File: src/rtl/store_buffer.sv
// Store buffer: speculative queue feeding a commit queue that drains one store
// at a time to the data bus, with store-to-load forwarding across both queues.
module store_buffer #(
    parameter int unsigned SPEC_DEPTH   = 4,
    parameter int unsigned COMMIT_DEPTH = 4,
    parameter int unsigned ADDR_W       = 64,
    parameter int unsigned TAG_W        = 3
) (
    input  logic              clk_i,
    input  logic              rst_ni,
    input  logic              flush_i,
    input  logic              st_valid_i,
    output logic              st_ready_o,
    input  logic [ADDR_W-1:0] st_addr_i,
    input  logic [1:0]        st_size_i,
    input  logic [63:0]       st_data_i,
    input  logic              st_ex_i,
    input  logic [TAG_W-1:0]  st_tag_i,
    input  logic              commit_i,
    input  logic [ADDR_W-1:0] ld_addr_i,
    input  logic [7:0]        ld_be_i,
    output logic              ld_wait_o,
    output logic              ld_fwd_valid_o,
    output logic [63:0]       ld_fwd_data_o,
    output logic              d_req_o,
    output logic [ADDR_W-1:0] d_addr_o,
    output logic [7:0]        d_be_o,
    output logic [63:0]       d_data_o,
    input  logic              d_ack_i,
    input  logic              d_err_i,
    output logic              res_valid_o,
    input  logic              res_ready_i,
    output logic [TAG_W-1:0]  res_tag_o,
    output logic              res_err_o
);

    localparam int unsigned SAW = $clog2(SPEC_DEPTH);
    localparam int unsigned CAW = $clog2(COMMIT_DEPTH);
    localparam int unsigned SPW = SAW + 1;
    localparam int unsigned CPW = CAW + 1;

    typedef struct packed {
        logic [ADDR_W-1:0] addr;
        logic [7:0]        be;
        logic [63:0]       data;
        logic              ex;
        logic [TAG_W-1:0]  tag;
    } entry_t;

    typedef enum logic [1:0] {S_IDLE, S_REQ, S_RESP} state_t;

    entry_t         r_spec_q [SPEC_DEPTH];
    entry_t         r_com_q  [COMMIT_DEPTH];
    logic [SAW:0]   r_spec_wp, r_spec_rp;
    logic [CAW:0]   r_com_wp, r_com_rp;
    state_t         r_state, w_next;
    logic           r_err;

    logic [SAW:0]   w_spec_cnt;
    logic [CAW:0]   w_com_cnt;
    logic           w_spec_empty, w_spec_full, w_com_empty, w_com_full;
    logic           w_push, w_move, w_pop;
    logic [15:0]    w_st_mask;
    entry_t         w_st_entry, w_head;
    logic [SAW-1:0] w_s_idx;
    logic [CAW-1:0] w_c_idx;
    logic           w_any, w_hit_ex, w_fwd;
    logic [7:0]     w_hit_be;
    logic [63:0]    w_hit_data, w_ld_mask;

    function automatic logic f_overlap(entry_t e, logic [ADDR_W-1:0] a, logic [7:0] be);
        return (e.addr[ADDR_W-1:3] == a[ADDR_W-1:3]) && ((e.be & be) != '0);
    endfunction

    // Extra MSB on each pointer separates full (MSBs differ) from empty.
    assign w_spec_cnt   = r_spec_wp - r_spec_rp;
    assign w_com_cnt    = r_com_wp - r_com_rp;
    assign w_spec_empty = (r_spec_wp == r_spec_rp);
    assign w_spec_full  = (r_spec_wp[SAW] != r_spec_rp[SAW]) &&
                          (r_spec_wp[SAW-1:0] == r_spec_rp[SAW-1:0]);
    assign w_com_empty  = (r_com_wp == r_com_rp);
    assign w_com_full   = (r_com_wp[CAW] != r_com_rp[CAW]) &&
                          (r_com_wp[CAW-1:0] == r_com_rp[CAW-1:0]);

    assign st_ready_o = ~w_spec_full;
    assign w_push     = st_valid_i & ~w_spec_full & ~flush_i;
    assign w_move     = commit_i & ~w_spec_empty & ~w_com_full;
    assign w_pop      = (r_state == S_RESP) & res_ready_i;
    assign w_head     = r_com_q[r_com_rp[CAW-1:0]];

    always_comb begin
        w_st_mask       = ((16'd1 << (5'd1 << st_size_i)) - 16'd1) << st_addr_i[2:0];
        w_st_entry.addr = st_addr_i;
        w_st_entry.be   = w_st_mask[7:0];
        w_st_entry.data = st_data_i;
        w_st_entry.ex   = st_ex_i;
        w_st_entry.tag  = st_tag_i;
    end

    // Flush empties the speculative queue; a same-cycle commit still copies the head out first.
    always_ff @(posedge clk_i or negedge rst_ni) begin
        if (!rst_ni) begin
            r_spec_wp <= '0;
            r_spec_rp <= '0;
            r_com_wp  <= '0;
            r_com_rp  <= '0;
        end else begin
            if (flush_i)     r_spec_rp <= r_spec_wp;
            else if (w_move) r_spec_rp <= r_spec_rp + 1'b1;
            if (w_push)      r_spec_wp <= r_spec_wp + 1'b1;
            if (w_move)      r_com_wp  <= r_com_wp + 1'b1;
            if (w_pop)       r_com_rp  <= r_com_rp + 1'b1;
        end
    end

    always_ff @(posedge clk_i) begin
        if (w_push) r_spec_q[r_spec_wp[SAW-1:0]] <= w_st_entry;
        if (w_move) r_com_q[r_com_wp[CAW-1:0]]   <= r_spec_q[r_spec_rp[SAW-1:0]];
    end

    always_ff @(posedge clk_i or negedge rst_ni) begin
        if (!rst_ni) r_state <= S_IDLE;
        else         r_state <= w_next;
    end

    always_ff @(posedge clk_i or negedge rst_ni) begin
        if (!rst_ni)                                         r_err <= 1'b0;
        else if ((r_state == S_IDLE) && !w_com_empty)        r_err <= w_head.ex;
        else if ((r_state == S_REQ) && d_ack_i)              r_err <= d_err_i;
    end

    always_comb begin
        w_next = r_state;
        case (r_state)
            S_IDLE:  if (!w_com_empty) w_next = w_head.ex ? S_RESP : S_REQ;
            S_REQ:   if (d_ack_i)      w_next = S_RESP;
            S_RESP:  if (res_ready_i)  w_next = S_IDLE;
            default: w_next = S_IDLE;
        endcase
    end

    always_comb begin
        d_req_o     = 1'b0;
        d_addr_o    = '0;
        d_be_o      = '0;
        d_data_o    = '0;
        res_valid_o = 1'b0;
        res_tag_o   = '0;
        res_err_o   = 1'b0;
        if (r_state == S_REQ) begin
            d_req_o  = 1'b1;
            d_addr_o = w_head.addr;
            d_be_o   = w_head.be;
            d_data_o = w_head.data;
        end
        if (r_state == S_RESP) begin
            res_valid_o = 1'b1;
            res_tag_o   = w_head.tag;
            res_err_o   = r_err;
        end
    end

    // Oldest-to-youngest scan, committed before speculative, so the last hit is the youngest.
    always_comb begin
        w_any      = 1'b0;
        w_hit_ex   = 1'b0;
        w_hit_be   = '0;
        w_hit_data = '0;
        w_c_idx    = '0;
        w_s_idx    = '0;
        for (int unsigned k = 0; k < COMMIT_DEPTH; k++) begin
            w_c_idx = r_com_rp[CAW-1:0] + CAW'(k);
            if ((CPW'(k) < w_com_cnt) && f_overlap(r_com_q[w_c_idx], ld_addr_i, ld_be_i)) begin
                w_any      = 1'b1;
                w_hit_ex   = r_com_q[w_c_idx].ex;
                w_hit_be   = r_com_q[w_c_idx].be;
                w_hit_data = r_com_q[w_c_idx].data;
            end
        end
        for (int unsigned k = 0; k < SPEC_DEPTH; k++) begin
            w_s_idx = r_spec_rp[SAW-1:0] + SAW'(k);
            if ((SPW'(k) < w_spec_cnt) && f_overlap(r_spec_q[w_s_idx], ld_addr_i, ld_be_i)) begin
                w_any      = 1'b1;
                w_hit_ex   = r_spec_q[w_s_idx].ex;
                w_hit_be   = r_spec_q[w_s_idx].be;
                w_hit_data = r_spec_q[w_s_idx].data;
            end
        end
    end

    always_comb begin
        w_ld_mask = '0;
        for (int unsigned b = 0; b < 8; b++) w_ld_mask[b*8 +: 8] = {8{ld_be_i[b]}};
    end

    assign w_fwd          = w_any & ~w_hit_ex & ((w_hit_be & ld_be_i) == ld_be_i);
    assign ld_fwd_valid_o = w_fwd;
    assign ld_wait_o      = w_any & ~w_fwd;
    assign ld_fwd_data_o  = w_fwd ? (w_hit_data & w_ld_mask) : '0;

endmodule

File: config.mk
export PLATFORM = sky130hd
export DESIGN_NAME = store_buffer
export DESIGN_NICKNAME = d
export VERILOG_FILES = /design/src/rtl/store_buffer.sv
export SDC_FILE = /design/constraint.sdc
export NUM_CORES = 2
export LEC_CHECK = 0
export CORE_MARGIN = 4
export CORE_UTILIZATION = 56
export CTS_CLUSTER_SIZE = 10
export DETAILED_ROUTE_END_ITERATION = 8
export DONT_BUFFER_PORTS = 1
export PLACE_DENSITY = 0.77
export SYNTH_ARGS = -nofsm -noshare
export SYNTH_HDL_FRONTEND = slang
export SYNTH_SLANG_ARGS = --single-unit
export TNS_END_PERCENT = 5
File: constraint.sdc
create_clock -name clk_i -period 9.3 [get_ports clk_i]
set_input_delay 2.325 -clock clk_i [delete_from_list [all_inputs] [get_ports clk_i]]
set_output_delay 2.325 -clock clk_i [all_outputs]
set_load 0.02 [all_outputs]
==> impl_metrics.tcl <==
set metrics [dict create \
    die_area_um2 139000 \
    io_pins 423 \
    worstSkewPairLatency_ns 0.79 \
    slew_viol_final 0 \
    grt_max_degree 157 \
    ys_seq_elements 1135 \
    finalInstanceArea_um2 79900 \
    critPathLaunchType "flip-flop" \
    p_leak_uw 0.0256 \
    rsz0062_at_grt "false" \
    cts_tree "yes" \
    fmax_mhz 110 \
    first_iter_violations 9642 \
    initial_core_util 0.564 \
    dp_hpwl_um 166000 \
    grt_first_pass_wirelength_um 349000 \
    clock-root-buffer "clkbuf_16" \
    grt_pass1_vias 49700 \
    ys.flop_type "edfxtp_1" \
    hold_class "reg -> reg" \
    crit_fanout 30 \
    via_count 53100 \
    period_share 0.975 \
    crit_family "simple AND/OR/NAND/NOR gates" \
    cp_slowest_cell "dfrtp_4" \
    clkSlewWorstSetupHoldPaths_ns 0.06 \
    endpoint_kind "output pin" \
    tns_ns 0 \
    track_usage 0.349 \
    wl_per_cell_um 35.7 \
    worst_pin_slew_ns 1.19 \
    outcome "completed" \
    placed_area_um2 75800 \
    fp-row-count 133 \
    crit_chain "ha_1, inv_1, fa_1, xnor3_1, nor2_1, and2_1, a2111oi_1, nand4_1, nor3_1, nor2b_4, a221o_1, o211ai_1, a211oi_1, nand4_1, buf_12, a211oi_1, buf_4, buf_4" \
    crit_required_ns 6.98 \
    ant_nets 0 \
    drtPass1Iterations 9 \
    drc 0 \
    layout_common_cells "1120 x edfxtp_1, 830 x mux4_2, 326 x nand2_1" \
    hold_viol 0 \
    cap_violations 0 \
    grt_remaining_overflow 0 \
    async_reset_ff_frac 0.0132 \
    syn_avg_cell_area_um2 14.2 \
    cts_max_level 4 \
    portBuffers 0 \
    final_nets 5271 \
    synth_edf_count 1120 \
    ys.warnings.count 0 \
    setup_viol 0 \
    ys_seq_area_frac 0.458 \
    netlist_instances 5230 \
    slew_headroom 0.205 \
    p_per_area_nw_per_um2 369 \
    worstSetupPathType "reg -> out" \
    cts_max_path_buffers 3 \
    core_area_um2 132000 \
    fp.dieH_um 372 \
    wl_um 245000 \
    drive_gt1_frac 0.264 \
    via_per_inst 7.74 \
    synth_cell_types 89 \
    antenna_found_initial 10 \
    synth_fp_nets 5460 \
    clock_skew_ns 0.0323 \
    cts_buffers 138 \
    max_stage_delay_ns 0.76 \
    die_w_um 372 \
    cts_sinks 1135 \
    place.gp.congestion 0.990 \
    num-fill-cells 9558 \
    crit_buf_inv 4 \
    ir_drop_v 0.000577 \
    fin_crit_ns 9.07 \
    final_common_cell "edfxtp_1" \
    area_delta_synth_final_pct 7.59 \
    synth_area_um2 74300 \
    arrival_ns 6.74 \
]
stage by stage:
stage / setup slack [ns] / hold WS [ns] / util / cells / total power (µW)
3_5_place_dp: 0.457 / 0.509 / 0.576 / 6646 / 24300
6_report: 0.230 / 0.513 / 0.607 / 6869 / 29500
4_1_cts: 0.0502 / 0.519 / 0.606 / 6857 / 29200
2_1_floorplan: 0.0967 / 0.471 / - / 5230 / 20500
5_1_grt: 0.0899 / 0.535 / 0.607 / 6867 / 30600
3_3_place_gp: 0.497 / 0.499 / 0.576 / 6646 / 23900
synthesized netlist by cell type (16+ instances only):
| cell type | count | area (µm²) |
|---|---|---|
| buf_1 | 101 | 379 |
| nor2_1 | 235 | 882 |
| xnor2_1 | 323 | 2830 |
| clkbuf_1 | 254 | 953 |
| a21oi_1 | 199 | 996 |
| nand3_1 | 41 | 205 |
| o22ai_1 | 74 | 463 |
| o211ai_1 | 21 | 158 |
| inv_1 | 51 | 191 |
| buf_4 | 34 | 255 |
| edfxtp_1 | 1120 | 33600 |
| and3_1 | 18 | 113 |
| mux2i_1 | 306 | 3060 |
| buf_2 | 61 | 305 |
| nor3_1 | 29 | 145 |
| mux4_2 | 830 | 18700 |
| nand2b_1 | 20 | 125 |
| o221ai_1 | 21 | 184 |
| a22oi_1 | 31 | 233 |
| mux2_2 | 103 | 1160 |
| nor4_1 | 46 | 288 |
| nor2_2 | 39 | 244 |
| buf_6 | 32 | 360 |
| xor2_1 | 126 | 1100 |
| nand2_1 | 326 | 1220 |
| a211oi_1 | 33 | 248 |
| nor2b_1 | 16 | 100 |
| a221o_1 | 59 | 591 |
| a221oi_1 | 83 | 727 |
| o21ai_0 | 165 | 826 |
| and2_1 | 136 | 851 |
| nand4_1 | 87 | 544 |
worst reg2reg max path: cells and delay by family, from the launching register on:
| family | cells | cell delay, ns |
|---|---|---|
| flip-flops | 1 | 0.63 |
| adder cells (fa/ha/maj) | 1 | 0.42 |
| AO/OA/AOI/OAI | 1 | 0.14 |
| buffers and inverters | 4 | 2.39 |
| AND/OR/NAND/NOR | 1 | 0.71 |
state kept, by name, summed over array words and instances, names as in the netlist:
register and cells:
r_com_rp 3, r_spec_q 560, r_com_q 560, r_spec_wp 3, r_com_wp 3, r_err 1, r_state 2, r_spec_rp 3
path summary, 6_finish.rpt:
| check | cells after the start | start | slack, ns | endpoint |
|---|---|---|---|---|
| setup / recovery | 18 | r_com_rp[0]$_DFFE_PN0P_ | 0.23 | ld_fwd_data_o[0] |
| hold / removal | 1 | r_com_wp[2]$_DFFE_PN0P_ | 0.51 | r_com_wp[2]$_DFFE_PN0P_ |
| hold reg to reg | 1 | r_com_wp[2]$_DFFE_PN0P_ | 0.51 | r_com_wp[2]$_DFFE_PN0P_ |
| min in group asynchronous | 0 | rst_ni | 1.22 | r_spec_wp[0]$_DFFE_PN0P_ |
| setup reg to reg | 7 | r_com_rp[1]$_DFFE_PN0P_ | 4.54 | r_com_q[1][123]$_DFFE_PP_ |
| max in group asynchronous | 0 | rst_ni | 7.97 | r_com_rp[0]$_DFFE_PN0P_ |
area by class of cell:
type | count | area, µm² | area share
Timing Repair Buffer | 157 | 1690 | 0.0211
Sequential cell | 1135 | 34000 | 0.426
Clock buffer | 175 | 3630 | 0.0455
Multi-Input combinational cell | 3554 | 37800 | 0.474
Tap cell | 1755 | 2200 | 0.0275
Clock inverter | 31 | 295 | 0.00370
Antenna cell | 7 | 17.5 | 0.000219
Inverter | 55 | 215 | 0.00269
repair_timing:
action | 4_1_cts | 5_1_grt
resized for setup | 1 | 4
gates cloned | 2 | 0
hold buffers | 0 | 0
endpoints found under the setup margin | 40 | 52
pin swaps | 1 | 0
setup buffers | 3 | 5
where the power goes:
part	leakage (µW)	total [µW]	switching, µW	internal, µW
combinational	0.0133	16500	9200	7350
sequential	0.0104	8090	794	7300
clock	0.00192	4870	2100	2770
total	0.0256	29500	12100	17400
cell families (layout without fill, tap and decap cells):
group                      Yosys count  in the layout  share of synthesized area
DFF                               1135           1135                      0.458
other                                0              7                          0
muxes                             1243           1243                      0.309
adders and majority gates           16             16                    0.00290
buffers and inverters              541            418                     0.0341
xor gates and xnor gates           450            450                     0.0533
and+or+nand+nor                   1046           1046                     0.0693
AOI/OAI and AO/OA                  799            799                     0.0734
routing by layer:
metal | part of all wire | vias up | GRT usage
met5 | 0.00065 | - | 0.00570
met3 | 0.17 | 794 | 0.134
met2 | 0.43 | 4586 | 0.500
met4 | 0.064 | 14 | 0.178
met1 | 0.34 | 26900 | 0.466
li1 | - | 20900 | -
(Power assumes the default switching activity.)
